## src/rtl/icache_fill_ctrl.sv

```systemverilog
// Instruction-cache line fill controller: latches a fetch miss, issues one burst
// read, assembles LINE_WORDS beats into a line and strobes it into the cache.
module icache_fill_ctrl #(
    parameter int LINE_WORDS = 4,
    parameter int ADDR_W     = 32
) (
    input  logic                     clk_i,
    input  logic                     reset_n_i,
    input  logic                     instr_miss_f_i,
    input  logic [ADDR_W-1:0]        pc_f_i,
    input  logic                     redirect_e_i,
    output logic                     mem_req_o,
    output logic [ADDR_W-1:0]        mem_addr_o,
    input  logic                     mem_ready_i,
    input  logic                     mem_rvalid_i,
    input  logic [31:0]              mem_rdata_i,
    output logic                     rep_en_o,
    output logic [ADDR_W-1:0]        line_addr_o,
    output logic [32*LINE_WORDS-1:0] line_data_o,
    output logic                     busy_o,
    output logic [15:0]              miss_cnt_o
);
    localparam int BEAT_W = $clog2(LINE_WORDS);
    localparam int OFF_W  = BEAT_W + 2;
    localparam logic [ADDR_W-1:0] LINE_MASK = {{(ADDR_W-OFF_W){1'b1}}, {OFF_W{1'b0}}};
    localparam logic [BEAT_W-1:0] LAST_BEAT = BEAT_W'(LINE_WORDS - 1);

    typedef enum logic [1:0] {IDLE, REQ, FILL, COMMIT} state_e;

    state_e                         state_q, state_d;
    logic [ADDR_W-1:0]              req_addr_q, req_addr_d;
    logic [BEAT_W-1:0]              beat_q, beat_d;
    logic [LINE_WORDS-1:0][31:0]    buf_q, buf_d;
    logic [ADDR_W-1:0]              line_addr_q, line_addr_d;
    logic [LINE_WORDS-1:0][31:0]    line_data_q, line_data_d;
    logic [15:0]                    miss_cnt_q, miss_cnt_d;
    logic                           last_beat;

    function automatic logic [15:0] sat_inc(input logic [15:0] v);
        return (v == 16'hFFFF) ? v : v + 16'd1;
    endfunction

    assign last_beat = (beat_q == LAST_BEAT);

    always_ff @(posedge clk_i or negedge reset_n_i) begin
        if (!reset_n_i) begin
            state_q     <= IDLE;
            req_addr_q  <= '0;
            beat_q      <= '0;
            buf_q       <= '0;
            line_addr_q <= '0;
            line_data_q <= '0;
            miss_cnt_q  <= '0;
        end else begin
            state_q     <= state_d;
            req_addr_q  <= req_addr_d;
            beat_q      <= beat_d;
            buf_q       <= buf_d;
            line_addr_q <= line_addr_d;
            line_data_q <= line_data_d;
            miss_cnt_q  <= miss_cnt_d;
        end
    end

    // A redirect only cancels a request memory has not yet taken; once accepted the burst must drain.
    always_comb begin
        state_d = state_q;
        case (state_q)
            IDLE:    if (instr_miss_f_i) state_d = REQ;
            REQ: begin
                if (mem_ready_i)       state_d = FILL;
                else if (redirect_e_i) state_d = IDLE;
            end
            FILL:    if (mem_rvalid_i && last_beat) state_d = COMMIT;
            COMMIT:  state_d = IDLE;
            default: state_d = IDLE;
        endcase
    end

    always_comb begin
        req_addr_d  = req_addr_q;
        miss_cnt_d  = miss_cnt_q;
        beat_d      = beat_q;
        buf_d       = buf_q;
        line_addr_d = line_addr_q;
        line_data_d = line_data_q;
        if (state_q == IDLE && instr_miss_f_i) begin
            req_addr_d = pc_f_i & LINE_MASK;
            miss_cnt_d = sat_inc(miss_cnt_q);
        end
        if (state_q == REQ && mem_ready_i) begin
            beat_d = '0;
        end
        // The final beat is merged straight into the published line so it is valid during COMMIT.
        if (state_q == FILL && mem_rvalid_i) begin
            buf_d[beat_q] = mem_rdata_i;
            if (last_beat) begin
                line_data_d = buf_d;
                line_addr_d = req_addr_q;
            end else begin
                beat_d = beat_q + 1'b1;
            end
        end
    end

    always_comb begin
        mem_req_o = (state_q == REQ);
        rep_en_o  = (state_q == COMMIT);
        busy_o    = (state_q != IDLE);
    end

    assign mem_addr_o  = req_addr_q;
    assign line_addr_o = line_addr_q;
    assign line_data_o = line_data_q;
    assign miss_cnt_o  = miss_cnt_q;
endmodule

```

## config.mk

```make
export PLATFORM = sky130hd
export DESIGN_NAME = icache_fill_ctrl
export DESIGN_NICKNAME = d
export VERILOG_FILES = /design/src/rtl/icache_fill_ctrl.sv
export SDC_FILE = /design/constraint.sdc
export NUM_CORES = 1
export LEC_CHECK = 0
export ABC_AREA = 0
export CORE_MARGIN = 4
export CORE_UTILIZATION = 30
export CTS_BUF_LIST = sky130_fd_sc_hd__clkbuf_8
export CTS_CLUSTER_DIAMETER = 80
export CTS_CLUSTER_SIZE = 20
export DETAILED_ROUTE_END_ITERATION = 8
export HOLD_SLACK_MARGIN = 0.03
export PLACE_DENSITY = 0.55
export SLEW_MARGIN = 20
export SYNTH_ARGS = -nofsm -noshare
export SYNTH_HDL_FRONTEND = slang
export SYNTH_SLANG_ARGS = --single-unit
```

## constraint.sdc

```tcl
create_clock -name clk_i -period 2.4 [get_ports clk_i]
set_input_delay 0.48 -clock clk_i [delete_from_list [all_inputs] [get_ports clk_i]]
set_output_delay 0.48 -clock clk_i [all_outputs]
set_load 0.05 [all_outputs]
```

== Word-level counts from Yosys, hierarchy flattened ==
Cells that the tools add are included.
W data, S select, Z words.

* Divide/modulo/power cells: 0
* $lt $le $gt $ge: 2
* Multipliers: 0
* Shift operators: 0
* Reduce and logical (&&, ||, !) cells: 10
* Bitwise operators: 1
* Mux-type cells: 11
* $add $sub $neg: 2
* Eq/ne operators: 8

{| class="wikitable"
|+ Operators with widths
! cell !! count
|-
| $bwmux W128 || 1
|-
| $demux W32 S2 || 1
|-
| $mux W32 || 1
|-
| $add A16 B1 Y16 const B || 1
|-
| $eq A16 B16 Y1 const B || 1
|-
| $mux W2 || 7
|-
| $pmux W2 S4 || 1
|-
| $eq A2 B2 Y1 const B || 3
|-
| $logic_and A1 B1 Y1 || 5
|-
| $ne A2 B2 Y1 const B || 2
|-
| $reduce_and A2 Y1 || 2
|-
| $lt A2 B3 Y1 const B || 1
|-
| $ne A3 B2 Y1 const B || 1
|-
| $reduce_and A3 Y1 || 1
|-
| $add A2 B1 Y2 const B || 1
|-
| $eq A2 B1 Y1 const B || 1
|-
| $ge A2 B1 Y1 const B || 1
|-
| $logic_not A2 Y1 || 1
|-
| $reduce_bool A2 Y1 || 1
|-
| $not A1 Y1 || 1
|}

* Bits in latches: 0
* Bits in read-only memories: 0
* Output and inout port bits: 211
* Bits in registers: 332
* Memories: 0
* RAM bits: 0

== Longest topological paths before layout ==
* Depth after elaboration: 5
* Mapped depth: 7

== Worst setup path after synthesis ==
No wires, ideal clock.

* Kind: register to register
* Start point: register miss_cnt_q[0] (netlist: miss_cnt_o[0])
* End point: register miss_cnt_q[7] (netlist: miss_cnt_o[7])
* Setup time: 0.146 ns
* Cell stages (with the launch flop): 6
* Setup slack: 0.283 ns
* Arrival: 1.971 ns
* Buffers on the path: 0
* Data required time: 2.254 ns
* Cell sequence: dfrtp_1 ha_1 inv_1 or4_1 nor4b_1 xor2_1

* Longest elaborated chain between the ends: 3
* Elaborated cells between the ends (all ways): 4
* Classes of those cells: 1 x add/sub; 1 x eq/ne; 1 x bitwise; 1 x reduce/logical

{| class="wikitable"
|+ Ends and longest elaborated chain
! element !! RTL line !! text
|-
| from (decl) || 36 || <nowiki>logic [15:0] miss_cnt_q, miss_cnt_d;</nowiki>
|-
| from (signal assigned) || 61 || <nowiki>miss_cnt_q <= miss_cnt_d;</nowiki>
|-
| branches (longest 3 deep; another with $add A16 B1 Y16) || n/a ||
|}

Several ways; the timed one is not identified.
A chain may end at the register's enable or synchronous reset.

== Worst setup path in the final report ==
* Start point: register line_data_q (netlist bit line_data_o[95])
* End point: output port line_data_o[95]

{| class="wikitable"
|+ RTL lines
! element !! RTL line !! text
|-
| from (decl) || 35 || <nowiki>logic [LINE_WORDS-1:0][31:0] line_data_q, line_data_d;</nowiki>
|-
| from (signal assigned) || 60 || <nowiki>line_data_q <= line_data_d;</nowiki>
|-
| to (decl) || 19 || <nowiki>output logic [32*LINE_WORDS-1:0] line_data_o,</nowiki>
|}

No word-level cell between the ends.

==> out/metrics.yaml <==
register_area_mm2: 0.00751
grt.overflow.total: 0
timing.max_slew.rel_slack_pct: 59.8
worst_slew_pin_slew_ns: 0.604
antennaDiodeCount: 0
place.detailed.hpwl_um: 21300
timing.critical_path.max_delay_family: "buffers and inverters"
cts-buffers-inserted: 21
timing.fmax_mhz: 434
hold_violations: 0
syn-cell-area_mm2: 0.0123
layout-drive-gt1-share_pct: 13.0
postSynthCellCount: 1108
fp.dieArea_mm2: 0.0443
crit_arrival_ns: 1.82
ys_dominant_reg_cell: "sky130_fd_sc_hd__dfrtp_1"
chipHeight_um: 210
io_pins: 281
cp_num_buf_inv: 1
initial_core_util_pct: 30.7
gp_congestion: 0.744
clkPwrFrac_pct: 14.1
floorplan.rows: 73
drt-vias-per-instance: 4.54
result_of_the_run: "complete, no violations"
htreeDepth: 1
fillCellCount: 3915
proportion_of_power_drawn_by_combinational_gates_pct: 47.0
power.density_mw_per_mm2: 1260
final-max-slew-violation-count: 0
ys.warnings.count: 0
worstSetupStartpointType: "register"
most_repeated_cell_in_the_gate_level_netlist_after_synthesis: "sky130_fd_sc_hd__nand2_1"
drtAntennaViolNets: 0
critical_path_required_ns: 1.92
power.leakage_uw: 0.00760
antenna_found_initial: 1
internal_power_uw: 11500
finalSetupViolations: 0
initialDrtViolationCount: 498
core_mm2: 0.0401
remaining_drc_errors: 0
synth-edff-count: 0
ctsRootBufferMaster: "sky130_fd_sc_hd__clkbuf_8"
num_vias: 8622
sequentialPowerShare_pct: 38.8
power_switching_uw: 8890
nNetsFinal: 1440
synth.ff_latch_count: 300
grt_first_pass_wirelength_um: 52400
worst_setup_path_end_kind: "output pin"
power.share.switching_pct: 43.6
synth_top_cell_area_share_pct: 61.1
layoutNonFillerInstCount: 1898
chipWidth_um: 210
synth.yosys.seq_area_share_pct: 61.1
drt-wirelength-per-cell_um: 17.1
area_of_the_multi_input_gates_mm2: 0.00450
area_growth_pct: 31.7
max_cap_viol_count: 0
numPlacedInstances: 1866
final_period_minus_worst_setup_slack_ns: 2.30
detail_route.first_pass.iterations: 4
drt_wl_total_um: 32400
pin_count_of_the_biggest_net_entering_global_routing: 102
grt_usage_pct: 14.6
path_max_fanout: 2
clock_tree_from_tritoncts: "done"
buffer_ports.inserted: 268
layout_worst_path_cycle_share_pct: 96.0
fin_skew_ns: 0.0217
crit_slowest_cell: "sky130_fd_sc_hd__clkdlybuf4s50_1"
netlist_top_cells_count: "sky130_fd_sc_hd__nand2_1 (374), sky130_fd_sc_hd__dfrtp_1 (300), sky130_fd_sc_hd__o21ai_0 (101)"
hold_path.class: "primary input to register"
hold_ws_ns: 0.412
clk_pin_slew_ns: 0.12
asyncSetResetFlopFracSynth_pct: 100
worst_path_max_stage_delay_ns: 0.82
synth.avg_cell_area_um2: 11.1
power.ir.vdd_worst_uv: 705
ctsLongestPathBuffers: 3
ys_types: 33
clock_insertion_delay_worst_skew_ns: 0.59
cts.sinks: 300
netlist_top_cells_area: "sky130_fd_sc_hd__dfrtp_1 (61%), sky130_fd_sc_hd__nand2_1 (11%), sky130_fd_sc_hd__mux2_2 (9.0%)"
post-synth-top-area-cell: "sky130_fd_sc_hd__dfrtp_1"
timing.setup.tns_ns: 0
first_global_vias: 9014
worst_path_cell_chain: "clkdlybuf4s50_1"
critPathKind: "register to output pin"
finalCoreUtilization_pct: 40.4
setup_repair_after_global_routing_missed_its_margin: "no"
==> cell usage in the layout (no fill, tap or decap), types with 6 or more instances in the layout <==
cell,synthesis,layout
sky130_fd_sc_hd__nand2_1,374,370
sky130_fd_sc_hd__clkbuf_8,0,22
sky130_fd_sc_hd__mux2i_1,98,98
sky130_fd_sc_hd__clkdlybuf4s50_1,0,242
sky130_fd_sc_hd__mux2_2,98,98
sky130_fd_sc_hd__o21ai_0,101,101
sky130_fd_sc_hd__dlygate4sd2_1,0,13
sky130_fd_sc_hd__xnor2_1,6,6
sky130_fd_sc_hd__buf_4,8,20
sky130_fd_sc_hd__dfrtp_1,300,300
sky130_fd_sc_hd__xor2_1,7,7
sky130_fd_sc_hd__dlymetal6s2s_1,0,9
sky130_fd_sc_hd__buf_12,0,12
sky130_fd_sc_hd__conb_1,1,8
==> path summary, 6_finish.rpt <==
kind	cells after the start	end	start	slack, ns
min	3	mem_addr_o[22]	pc_f_i[22]	0.41
max	1	line_data_o[95]	line_data_o[95]	0.1
min reg2reg	2	line_data_o[106]	line_data_o[106]	0.49
max in group asynchronous	3	buf_q[56]	reset_n_i	1.21
max reg2reg	5	miss_cnt_o[7]	miss_cnt_o[0]	0.50
min in group asynchronous	2	buf_q[5]	reset_n_i	0.44
==> what timing repair did <==
action | 4_1_cts | 5_1_grt
setup buffers | 0 | 0
hold buffers | 1 | 0
endpoints found under the hold margin | 55 | 0
gates resized for setup | 14 | 11
setup endpoints to repair | 14 | 10
==> power by group through the flow <==
| stage | clock network, uW | logic (uW) | registers [uW] |
|---|---|---|---|
| after floorplan | 0 | 2980 | 11300 |
| after global placement | 0 | 9700 | 7970 |
| after detailed placement | 0 | 9780 | 8050 |
| after CTS | 3050 | 9750 | 7940 |
| after global routing | 3210 | 10300 | 8200 |
| final | 2870 | 9590 | 7910 |
==> metal layers <==
metal / GRT usage [%] / wire length [um] / vias up
li1: - / - / 4156
met1: 19.9 / 14700 / 4226
met2: 22.9 / 14400 / 209
met3: 5.31 / 2820 / 29
met4: 2.68 / 463 / 2
met5: 0 / 13 / -
==> cell families (layout without fill, tap and decap cells) <==
group	count (synthesis)	count (layout)	share of synthesized area, %
compound gates	104	104	4.26
xor+xnor	13	13	0.926
fa+ha+maj	5	5	0.509
buf+inv	77	335	2.76
flops	300	300	61.1
mux	196	196	17.0
other cells	1	8	0.0305
simple gates	412	412	13.5
==> final cells by class <==
cell class / count / share of cell area [%]
repair buffers: 299 / 19.0
clock inverters: 9 / 0.789
well taps: 525 / 4.06
flip-flops and latches: 300 / 46.4
clock buffers: 22 / 1.87
multi-input cells: 738 / 27.8
inverters: 5 / 0.116
==> stage by stage <==
step	setup WS (ns)	power [uW]	instance area (um^2)
after CTS	0.00269	20700	16200
after detailed placement	0.0521	17800	15700
after global placement	0.0577	17700	15700
after global routing	0.00235	21700	16200
after floorplan	0.283	14300	12300
final	0.0954	20400	16200
==> registers in the layout, summed over array words and instances, names as in the netlist, named ones only <==
register,cells
line_addr_o,28
mem_addr_o,28
beat_q,2
state_q,1
miss_cnt_o,16
line_data_o,128
buf_q,96
(Power assumes the default switching activity.)
